===== src/rtl/multicycle_ctrl.sv =====
// ============================================================================
// multicycle_ctrl : Moore control FSM for the multicycle RISC-V core
//   Optional feature macro: ILLEGAL_TRAP_EN (halt on unsupported encodings)
//   Revision: 1.0
// ============================================================================
`default_nettype none

module multicycle_ctrl (
  input  logic       clk,
  input  logic       rst_n,
  input  logic [6:0] op,
  input  logic [2:0] funct3,
  input  logic       funct7b5,
  input  logic       zero,
  output logic       pcwrite,
  output logic       adrsrc,
  output logic       memwrite,
  output logic       irwrite,
  output logic [1:0] resultsrc,
  output logic [1:0] alusrca,
  output logic [1:0] alusrcb,
  output logic [1:0] immsrc,
  output logic       regwrite,
  output logic [2:0] alucontrol,
  output logic       illegal
);

  localparam logic [6:0] c_OP_LW  = 7'b0000011;
  localparam logic [6:0] c_OP_SW  = 7'b0100011;
  localparam logic [6:0] c_OP_R   = 7'b0110011;
  localparam logic [6:0] c_OP_I   = 7'b0010011;
  localparam logic [6:0] c_OP_BEQ = 7'b1100011;
  localparam logic [6:0] c_OP_JAL = 7'b1101111;

  typedef enum logic [3:0] {
    S_FETCH    = 4'd0,
    S_DECODE   = 4'd1,
    S_MEMADR   = 4'd2,
    S_MEMREAD  = 4'd3,
    S_MEMWB    = 4'd4,
    S_MEMWRITE = 4'd5,
    S_EXECR    = 4'd6,
    S_EXECI    = 4'd7,
    S_ALUWB    = 4'd8,
    S_BEQ      = 4'd9,
    S_JAL      = 4'd10
`ifdef ILLEGAL_TRAP_EN
    , S_HALT   = 4'd11
`endif
  } state_t;

  state_t     r_state;
  state_t     w_next;
  logic [1:0] w_aluop;
  logic       w_branch;
  logic       w_pcupdate;
  logic       w_irwrite;
  logic       w_regwrite;
  logic       w_memwrite;
  logic       w_f3_legal;
`ifdef ILLEGAL_TRAP_EN
  logic       w_illegal;
`endif

  assign w_f3_legal = (funct3 == 3'b000) || (funct3 == 3'b110) || (funct3 == 3'b111);

  always_ff @(posedge clk or negedge rst_n) begin
    if (!rst_n) begin
      r_state <= S_FETCH;
    end else begin
      r_state <= w_next;
    end
  end

  always_comb begin
    w_next     = r_state;
    w_aluop    = 2'b00;
    w_branch   = 1'b0;
    w_pcupdate = 1'b0;
    w_irwrite  = 1'b0;
    w_regwrite = 1'b0;
    w_memwrite = 1'b0;
    adrsrc     = 1'b0;
    resultsrc  = 2'b00;
    alusrca    = 2'b00;
    alusrcb    = 2'b00;
`ifdef ILLEGAL_TRAP_EN
    w_illegal  = 1'b0;
`endif
    case (r_state)
      S_FETCH: begin
        w_irwrite  = 1'b1;
        alusrcb    = 2'b10;
        resultsrc  = 2'b10;
        w_pcupdate = 1'b1;
        w_next     = S_DECODE;
      end
      S_DECODE: begin
        alusrca = 2'b01;
        alusrcb = 2'b01;
        case (op)
          c_OP_LW, c_OP_SW: w_next = S_MEMADR;
          c_OP_R:           w_next = S_EXECR;
          c_OP_I:           w_next = S_EXECI;
          c_OP_BEQ:         w_next = S_BEQ;
          c_OP_JAL:         w_next = S_JAL;
`ifdef ILLEGAL_TRAP_EN
          default:          w_next = S_HALT;
`else
          default:          w_next = S_FETCH;
`endif
        endcase
      end
      S_MEMADR: begin
        alusrca = 2'b10;
        alusrcb = 2'b01;
        w_next  = (op == c_OP_LW) ? S_MEMREAD : S_MEMWRITE;
      end
      S_MEMREAD: begin
        adrsrc = 1'b1;
        w_next = S_MEMWB;
      end
      S_MEMWB: begin
        resultsrc  = 2'b01;
        w_regwrite = 1'b1;
        w_next     = S_FETCH;
      end
      S_MEMWRITE: begin
        adrsrc     = 1'b1;
        w_memwrite = 1'b1;
        w_next     = S_FETCH;
      end
      S_EXECR, S_EXECI: begin
        alusrca = 2'b10;
        alusrcb = (r_state == S_EXECI) ? 2'b01 : 2'b00;
        w_aluop = 2'b10;
`ifdef ILLEGAL_TRAP_EN
        w_next  = w_f3_legal ? S_ALUWB : S_HALT;
`else
        // Unsupported funct3 falls through as an add and still writes rd
        w_next  = S_ALUWB;
`endif
      end
      S_ALUWB: begin
        w_regwrite = 1'b1;
        w_next     = S_FETCH;
      end
      S_BEQ: begin
        alusrca  = 2'b10;
        w_aluop  = 2'b01;
        w_branch = 1'b1;
        w_next   = S_FETCH;
      end
      S_JAL: begin
        alusrca    = 2'b01;
        alusrcb    = 2'b10;
        w_pcupdate = 1'b1;
        w_next     = S_ALUWB;
      end
`ifdef ILLEGAL_TRAP_EN
      S_HALT: begin
        w_illegal = 1'b1;
        w_next    = S_HALT;
      end
`endif
      default: w_next = S_FETCH;
    endcase
  end

  always_comb begin
    alucontrol = 3'b000;
    case (w_aluop)
      2'b01: alucontrol = 3'b001;
      2'b10: begin
        case (funct3)
          3'b000:  alucontrol = (op[5] & funct7b5) ? 3'b001 : 3'b000;
          3'b111:  alucontrol = 3'b010;
          3'b110:  alucontrol = 3'b011;
          default: alucontrol = 3'b000;
        endcase
      end
      default: alucontrol = 3'b000;
    endcase
  end

  always_comb begin
    case (op)
      c_OP_SW:  immsrc = 2'b01;
      c_OP_BEQ: immsrc = 2'b10;
      c_OP_JAL: immsrc = 2'b11;
      default:  immsrc = 2'b00;
    endcase
  end

  // Strobes are gated by rst_n so nothing is written while reset is low
  assign pcwrite  = rst_n & (w_pcupdate | (w_branch & zero));
  assign irwrite  = rst_n & w_irwrite;
  assign regwrite = rst_n & w_regwrite;
  assign memwrite = rst_n & w_memwrite;

`ifdef ILLEGAL_TRAP_EN
  assign illegal = w_illegal;
`else
  assign illegal = 1'b0;
`endif

endmodule

`default_nettype wire


===== config.mk =====
export PLATFORM = sky130hd
export DESIGN_NAME = multicycle_ctrl
export DESIGN_NICKNAME = d
export VERILOG_FILES = /design/src/rtl/multicycle_ctrl.sv
export SDC_FILE = /design/constraint.sdc
export NUM_CORES = 1
export LEC_CHECK = 0
export CAP_MARGIN = 20
export CELL_PAD_IN_SITES_DETAIL_PLACEMENT = 0
export CELL_PAD_IN_SITES_GLOBAL_PLACEMENT = 2
export CORE_MARGIN = 2
export CORE_UTILIZATION = 20
export DETAILED_ROUTE_END_ITERATION = 16
export PLACE_DENSITY = 0.79
export SYNTH_ARGS = -nofsm -noshare
export SYNTH_HDL_FRONTEND = slang
export SYNTH_SLANG_ARGS = --single-unit
export TNS_END_PERCENT = 50

===== constraint.sdc =====
create_clock -name clk -period 1.6 [get_ports clk]
set_input_delay 0.16 -clock clk [delete_from_list [all_inputs] [get_ports clk]]
set_output_delay 0.16 -clock clk [all_outputs]
set_load 0.02 [all_outputs]

==> impl_metrics.xml, run 1 <==
<?xml version="1.0" encoding="UTF-8"?>
<metrics>
  <group name="run_status">
    <metric name="outcome" unit="">finished, violations left</metric>
    <metric name="failed_checks" unit="">negative setup slack</metric>
  </group>
  <group name="setup_path">
    <metric name="launching_instance_or_port_of_the_critical_path" unit="">r_state[1]</metric>
    <metric name="critPathTopFamily" unit="">buffers and inverters</metric>
    <metric name="worstSetupPathType" unit="">flip-flop to output pin</metric>
    <metric name="cp-start-kind" unit="">flip-flop</metric>
    <metric name="slowest_stage" unit="">dfrtp_1</metric>
    <metric name="end_kind" unit="">output pin</metric>
    <metric name="critical_path.n_buffers_inverters" unit="">5</metric>
    <metric name="timing.rr.start" unit="">r_state[0]</metric>
    <metric name="worst_path_largest_cell_delay" unit="ns">0.38</metric>
    <metric name="crit_required" unit="ns">1.44</metric>
    <metric name="timing.critical_path.arrival" unit="ns">1.61</metric>
    <metric name="crit_chain" unit="">buf_6 &gt; and3b_2 &gt; buf_4 &gt; inv_1 &gt; ha_1 &gt; inv_1 &gt; a21oi_2 &gt; buf_4</metric>
    <metric name="path_max_fanout" unit="">5</metric>
  </group>
  <group name="clock_network">
    <metric name="cts_made_buffers" unit="">3</metric>
    <metric name="cts.reportedPaths.clkPinSlew" unit="ns">0.04</metric>
    <metric name="cts_root_buf" unit="">clkbuf_4</metric>
    <metric name="cts_max_path_buffers" unit="">2</metric>
    <metric name="cts-htree-levels" unit="">1</metric>
    <metric name="clock_tree_from_tritoncts" unit="">yes</metric>
    <metric name="clkSinkCount" unit="">4</metric>
    <metric name="postCtsHoldBufs" unit="">0</metric>
    <metric name="worst_skew_pair.late_latency" unit="ns">0.23</metric>
  </group>
  <group name="global_route">
    <metric name="grt_overflow_total" unit="">0</metric>
    <metric name="grt_start_max_net_pins" unit="">8</metric>
    <metric name="grt_pass1_wl" unit="um">3370</metric>
    <metric name="grt_pass1_vias" unit="">826</metric>
    <metric name="antenna_found_initial" unit="">0</metric>
    <metric name="global_route.usage.total" unit="%">12.9</metric>
  </group>
  <group name="power">
    <metric name="p_int" unit="uW">604</metric>
    <metric name="finalPower" unit="uW">990</metric>
    <metric name="p_sw_share" unit="%">39.0</metric>
    <metric name="clock_power_share" unit="%">12.7</metric>
    <metric name="ir_drop_worst_vdd" unit="mV">0.432</metric>
    <metric name="pwr-share-seq" unit="%">12.8</metric>
    <metric name="leakagePower" unit="nW">0.591</metric>
    <metric name="share_comb_of_total_power" unit="%">74.5</metric>
    <metric name="p_sw" unit="uW">386</metric>
    <metric name="power_density" unit="nW/um^2">842</metric>
  </group>
  <group name="hold_path">
    <metric name="hp-class" unit="">primary input to asynchronous set/reset pin</metric>
  </group>
  <group name="die">
    <metric name="floorplan.initialDensity" unit="%">21.3</metric>
    <metric name="die_width" unit="um">58.5</metric>
    <metric name="rows" unit="">19</metric>
    <metric name="boundaryPins" unit="">31</metric>
    <metric name="floorplan.die.height" unit="um">58.5</metric>
    <metric name="design.die.area" unit="um^2">3420</metric>
    <metric name="fp.coreArea" unit="um^2">2780</metric>
  </group>
  <group name="yosys">
    <metric name="syn_inst" unit="">79</metric>
    <metric name="synth.yosys.seq_area_share" unit="%">16.9</metric>
    <metric name="synth_common_cells" unit="">7 x inv_1, 7 x nand2_1, 5 x a21oi_1</metric>
    <metric name="post_synth_num_cell_types" unit="">39</metric>
    <metric name="ys_warn_count" unit="">0</metric>
    <metric name="yosys-top-cells-area" unit="">dfrtp_1 17%, buf_4 5.1%, inv_1 4.4%, nand2_1 4.4%, a21oi_1 4.2%</metric>
    <metric name="ys_ff_latch" unit="">4</metric>
    <metric name="async_flop_share" unit="%">100</metric>
    <metric name="synthesis.area" unit="um^2">593</metric>
    <metric name="synth_enable_flop_cells" unit="">0</metric>
    <metric name="synth_top_area_cell" unit="">dfrtp_1</metric>
    <metric name="synth.top_cell.area_share" unit="%">16.9</metric>
    <metric name="yosys_most_used_dff" unit="">dfrtp_1</metric>
    <metric name="syn-mean-instance-area" unit="um^2">7.51</metric>
  </group>
  <group name="finish">
    <metric name="nFillCells" unit="">281</metric>
    <metric name="largest_registers" unit="">r_state: 4 flops</metric>
    <metric name="multi_input_gate_area_in_the_final_layout" unit="um^2">479</metric>
    <metric name="largest_register_ffs" unit="">4</metric>
    <metric name="drive_above_1_share" unit="%">50.7</metric>
    <metric name="layout.area.seq" unit="um^2">100</metric>
    <metric name="area_delta_synth_final" unit="%">98.3</metric>
    <metric name="finalNetCount" unit="">158</metric>
    <metric name="num_antenna_cells" unit="">0</metric>
    <metric name="regMostFlops" unit="">r_state</metric>
  </group>
  <group name="routing">
    <metric name="final_antenna_net_count" unit="">0</metric>
    <metric name="firstDrtPassIters" unit="">4</metric>
    <metric name="post-route-drc-count" unit="">0</metric>
    <metric name="num_vias" unit="">775</metric>
    <metric name="route.detailed.vias_per_inst" unit="">4.53</metric>
    <metric name="drt_first_iter_violations" unit="">5</metric>
    <metric name="detail_route.wl_per_cell" unit="um">11.7</metric>
    <metric name="detail_route.wirelength" unit="um">2000</metric>
  </group>
  <group name="sta">
    <metric name="hold_viol_final" unit="">0</metric>
    <metric name="hold_ws" unit="ns">0.240</metric>
    <metric name="timing.final.ws_setup" unit="ns">-0.167</metric>
    <metric name="setup-violations-final" unit="">6</metric>
    <metric name="max_freq" unit="GHz">0.566</metric>
    <metric name="clock-skew-final" unit="ns">0.00228</metric>
    <metric name="post-route-period-util" unit="%">110</metric>
    <metric name="fin_crit" unit="ns">1.77</metric>
    <metric name="maxSlewViolCount" unit="">0</metric>
    <metric name="unrepaired_setup_endpoints_after_global_routing" unit="">yes</metric>
  </group>
  <group name="flow_run">
    <metric name="cap_viol_max_count" unit="">0</metric>
  </group>
  <group name="placed_design">
    <metric name="routability_congestion_estimate_from_global_placement" unit="">0.754</metric>
    <metric name="buffer_ports.inserted" unit="">28</metric>
    <metric name="dp.final_hpwl" unit="um">1570</metric>
  </group>
</metrics>
[final cells by class]
class,instances,share of cell area (%)
timing repair buffer,63,43.3
sequential,4,8.51
multi-input combinational,63,40.7
clock buffer,3,1.91
tap,31,3.30
inverter,7,2.23
[layer usage]
metal	share of wire (%)	global-route usage (%)	up-vias
met3	5.7	2.42	2
met1	41	14.8	353
met2	52	23.1	20
met5	0	0	-
li1	-	-	400
met4	0.55	5.98	0
[cells in the final DEF, fill, tap and decap left out, types with 2 or more instances in the layout]
cell type         n
and2_1            2
nor3b_1           2
nand2_1           6
clkdlybuf4s50_1  13
nor2b_2           2
nor2_1            4
o21ai_0           3
dfrtp_1           4
a21oi_1           2
nor2b_1           2
a21oi_2           3
and3b_2           2
inv_1             7
xnor2_1           2
buf_2             4
buf_4            39
clkbuf_2          2
and3_1            2
buf_6             5
clkbuf_4          3
conb_1            2
[kinds of logic (layout without fill, tap and decap cells)]
group	count (synthesis)	in the layout	synth area share, %
adder cells (fa/ha/maj)	2	2	4.22
flip-flops	4	4	16.9
AO/OA/AOI/OAI	18	18	21.1
XOR/XNOR	2	2	2.95
buffers and inverters	13	73	12.2
other	1	2	0.632
AND/OR/NAND/NOR	39	39	42.0
[final timing paths]
check / to / slack [ns] / depth (start not counted)
setup / recovery: alucontrol[0] / -0.17 / 8
hold / removal: r_state[0] / 0.24 / 2
setup reg to reg: r_state[1] / 0.10 / 6
hold reg to reg: r_state[3] / 0.70 / 2
max in group asynchronous: r_state[3] / 1.25 / 2
min in group clk: r_state[3] / 0.70 / 2
[metrics by stage]
step / utilization, % / TNS [ns] / worst slack (ns) / instance area [um^2] / std cells
after floorplan: - / 0 / 0.0368 / 597 / 80
after global placement: 38.8 / -2.58 / -0.362 / 1080 / 161
after detailed placement: 38.8 / -2.73 / -0.445 / 1080 / 161
after CTS: 39.9 / -0.418 / -0.174 / 1110 / 166
after global routing: 42.3 / -1.09 / -0.252 / 1180 / 171
final: 42.3 / -0.541 / -0.167 / 1180 / 171
[power groups by stage]
stage	combinational (mW)	sequential (mW)	clock, mW
2_1_floorplan	0.285	0.127	0
3_3_place_gp	0.615	0.127	0
3_5_place_dp	0.611	0.130	0
4_1_cts	0.610	0.129	0.131
5_1_grt	0.799	0.127	0.133
6_report	0.738	0.127	0.125
[worst register-to-register path: cells and delay by family, from the launching register on]
| kind | cells | cell delay, ns |
|---|---|---|
| compound gates | 1 | 0.22 |
| buf+inv | 3 | 0.37 |
| flops | 1 | 0.39 |
| simple gates | 2 | 0.41 |
[what timing repair did]
item / 4_1_cts / 5_1_grt
pin swaps: 5 / 2
resized for setup: 64 / 28
setup buffers: 2 / 5
gates cloned: 0 / 0
endpoints found under the setup margin: 15 / 13
Note: power is estimated with default switching activity, not from simulation.
==> run 2, diff against run 1 <==
Settings changed: SKIP_LAST_GASP from default to 1.
==> run 2 against run 1 <==
The flow still finishes with violations (negative setup slack). Critical path type unchanged. Final area rose by 1.3%. Clock-buffer cell count did not move. Highest routed layer unchanged. Largest cell class unchanged. Worst setup slack got worse by 0.024 ns.
==> impl_metrics.xml, run 2 (same netlist as run 1, synthesis figures left out) <==
<?xml version="1.0" encoding="UTF-8"?>
<metrics>
  <group name="run_status">
    <metric name="outcome" unit="">finished, violations left</metric>
    <metric name="failed_checks" unit="">negative setup slack</metric>
  </group>
  <group name="finish">
    <metric name="regMostFlops" unit="">r_state</metric>
    <metric name="mostFrequentLayoutCell" unit="">buf_4</metric>
    <metric name="num_antenna_cells" unit="">0</metric>
    <metric name="finalNetCount" unit="">159</metric>
    <metric name="drive_above_1_share" unit="%">44.7</metric>
    <metric name="largest_registers" unit="">r_state: 4 flops</metric>
    <metric name="final_cell_mix" unit="">35 x buf_4, 13 x clkdlybuf4s50_1, 7 x inv_1</metric>
    <metric name="post_route_utilization" unit="%">42.8</metric>
    <metric name="area_delta_synth_final" unit="%">101</metric>
    <metric name="largest_register_ffs" unit="">4</metric>
  </group>
  <group name="clock_network">
    <metric name="cts_made_buffers" unit="">3</metric>
    <metric name="worst_skew_pair.late_latency" unit="ns">0.23</metric>
    <metric name="cts.reportedPaths.clkPinSlew" unit="ns">0.04</metric>
    <metric name="cts_max_path_buffers" unit="">2</metric>
    <metric name="clkSinkCount" unit="">4</metric>
    <metric name="cts-htree-levels" unit="">1</metric>
    <metric name="cts_root_buf" unit="">clkbuf_4</metric>
    <metric name="clock_tree_from_tritoncts" unit="">yes</metric>
  </group>
  <group name="setup_path">
    <metric name="critical_path.n_buffers_inverters" unit="">1</metric>
    <metric name="worst_path_largest_cell_delay" unit="ns">0.39</metric>
    <metric name="rr_endpoint" unit="">r_state[1]</metric>
    <metric name="crit_required" unit="ns">1.44</metric>
    <metric name="critPathTopFamily" unit="">simple AND/OR/NAND/NOR gates</metric>
    <metric name="worstRegToRegCells" unit="">6</metric>
    <metric name="worstSetupPathType" unit="">flip-flop to output pin</metric>
    <metric name="launching_instance_or_port_of_the_critical_path" unit="">r_state[0]</metric>
    <metric name="slowest_stage" unit="">dfrtp_1</metric>
    <metric name="crit_cells" unit="">7</metric>
    <metric name="worst_setup_path_end" unit="">alucontrol[0]</metric>
    <metric name="timing.critical_path.arrival" unit="ns">1.63</metric>
    <metric name="timing.rr.start" unit="">r_state[0]</metric>
    <metric name="crit_chain" unit="">and2b_2 &gt; nand2_2 &gt; ha_4 &gt; nor2b_1 &gt; o21ai_0 &gt; a21oi_1 &gt; buf_4</metric>
    <metric name="end_kind" unit="">output pin</metric>
    <metric name="path_max_fanout" unit="">3</metric>
    <metric name="cp-start-kind" unit="">flip-flop</metric>
    <metric name="reg2reg_slack" unit="ns">0.08</metric>
  </group>
  <group name="power">
    <metric name="leakagePower" unit="nW">0.613</metric>
    <metric name="power_density" unit="nW/um^2">812</metric>
    <metric name="ir_drop_worst_vdd" unit="mV">0.373</metric>
  </group>
  <group name="routing">
    <metric name="post-route-drc-count" unit="">0</metric>
    <metric name="firstDrtPassIters" unit="">4</metric>
    <metric name="num_vias" unit="">792</metric>
    <metric name="detail_route.wirelength" unit="um">2000</metric>
    <metric name="final_antenna_net_count" unit="">0</metric>
    <metric name="route.detailed.vias_per_inst" unit="">4.60</metric>
    <metric name="detail_route.wl_per_cell" unit="um">11.6</metric>
    <metric name="drt_first_iter_violations" unit="">10</metric>
  </group>
  <group name="die">
    <metric name="floorplan.initialDensity" unit="%">21.3</metric>
    <metric name="design.die.area" unit="um^2">3420</metric>
    <metric name="boundaryPins" unit="">31</metric>
    <metric name="floorplan.die.height" unit="um">58.5</metric>
    <metric name="die_width" unit="um">58.5</metric>
    <metric name="rows" unit="">19</metric>
    <metric name="fp.coreArea" unit="um^2">2780</metric>
  </group>
  <group name="sta">
    <metric name="post-route-period-util" unit="%">112</metric>
    <metric name="maxSlewViolCount" unit="">0</metric>
    <metric name="setup-violations-final" unit="">10</metric>
    <metric name="max_freq" unit="GHz">0.558</metric>
    <metric name="timing.final.ws_setup" unit="ns">-0.191</metric>
    <metric name="clock-skew-final" unit="ns">0.00203</metric>
    <metric name="hold_viol_final" unit="">0</metric>
    <metric name="unrepaired_setup_endpoints_after_global_routing" unit="">yes</metric>
    <metric name="fin_crit" unit="ns">1.79</metric>
  </group>
  <group name="global_route">
    <metric name="grt_pass1_vias" unit="">823</metric>
    <metric name="global_route.usage.total" unit="%">12.8</metric>
    <metric name="antenna_found_initial" unit="">0</metric>
    <metric name="grt_overflow_total" unit="">0</metric>
    <metric name="grt_start_max_net_pins" unit="">8</metric>
    <metric name="grt_pass1_wl" unit="um">3350</metric>
  </group>
  <group name="hold_path">
    <metric name="hp-class" unit="">primary input to asynchronous set/reset pin</metric>
  </group>
  <group name="placed_design">
    <metric name="post-place-ws" unit="ns">-0.445</metric>
    <metric name="buffer_ports.inserted" unit="">28</metric>
    <metric name="routability_congestion_estimate_from_global_placement" unit="">0.754</metric>
    <metric name="dp.final_hpwl" unit="um">1570</metric>
  </group>
  <group name="flow_run">
    <metric name="cap_viol_max_count" unit="">0</metric>
  </group>
</metrics>
==> run 2: timing repair <==
action | in CTS | in global routing
setup buffers | 2 | 6
resized for setup | 45 | 21
hold buffers | 0 | 0
pin swaps | 4 | 2
setup endpoints to repair | 15 | 13
==> run 2: power breakdown <==
group / switching [mW] / internal, mW
clock network: 0.0409 / 0.0839
registers: 0.0110 / 0.116
logic: 0.328 / 0.388
==> run 2: stage by stage <==
stage	cell area (um^2)	instances	hold WS (ns)	TNS, ns	total power, mW
final	1190	172	0.242	-0.973	0.968
after global routing	1190	172	0.258	-2.00	1.04
after CTS	1100	166	0.239	-1.12	0.873
after detailed placement	1080	161	0.492	-2.73	0.740
after global placement	1080	161	0.479	-2.58	0.741
after floorplan	597	80	-0.136	0	0.413
==> run 2: worst register-to-register path: stages (launching register included) <==
cell      delay (ns)
dfrtp_1         0.39
and2b_2         0.22
buf_4           0.14
buf_4           0.12
buf_4           0.13
and4bb_1        0.19
o221a_2         0.22
==> run 2: cell type report <==
| class | count | area, um^2 |
|---|---|---|
| Clock buffer | 3 | 22.5 |
| Tap cell | 31 | 38.8 |
| Sequential cell | 4 | 100 |
| Timing Repair Buffer | 64 | 537 |
| Inverter | 7 | 26.3 |
| Fill cell | 286 | 1590 |
| Multi-Input combinational cell | 63 | 467 |
==> run 2: worst min path at each step <==
| stage | cells after the start | startpoint | endpoint | slack, ns |
|---|---|---|---|---|
| global placement | 2 | rst_n | r_state[3] | 0.48 |
| detailed placement | 2 | rst_n | r_state[3] | 0.49 |
| floorplan | 0 | rst_n | r_state[0] | -0.14 |
| global route | 2 | rst_n | r_state[0] | 0.26 |
| CTS | 2 | rst_n | r_state[0] | 0.24 |
| finish | 2 | rst_n | r_state[0] | 0.24 |
==> run 2: routing by layer <==
layer | GRT usage [%] | vias up | wire (um)
li1 | - | 402 | -
met1 | 14.8 | 370 | 820
met2 | 22.6 | 18 | 1080
met3 | 2.42 | 2 | 88
met4 | 5.98 | 0 | 11
met5 | 0 | - | 0
==> run 3, diff against run 2 <==
Settings changed: SLEW_MARGIN from default to 10.
==> results of run 3 <==
Final layout, timing and power as in run 2 (identical DEF).
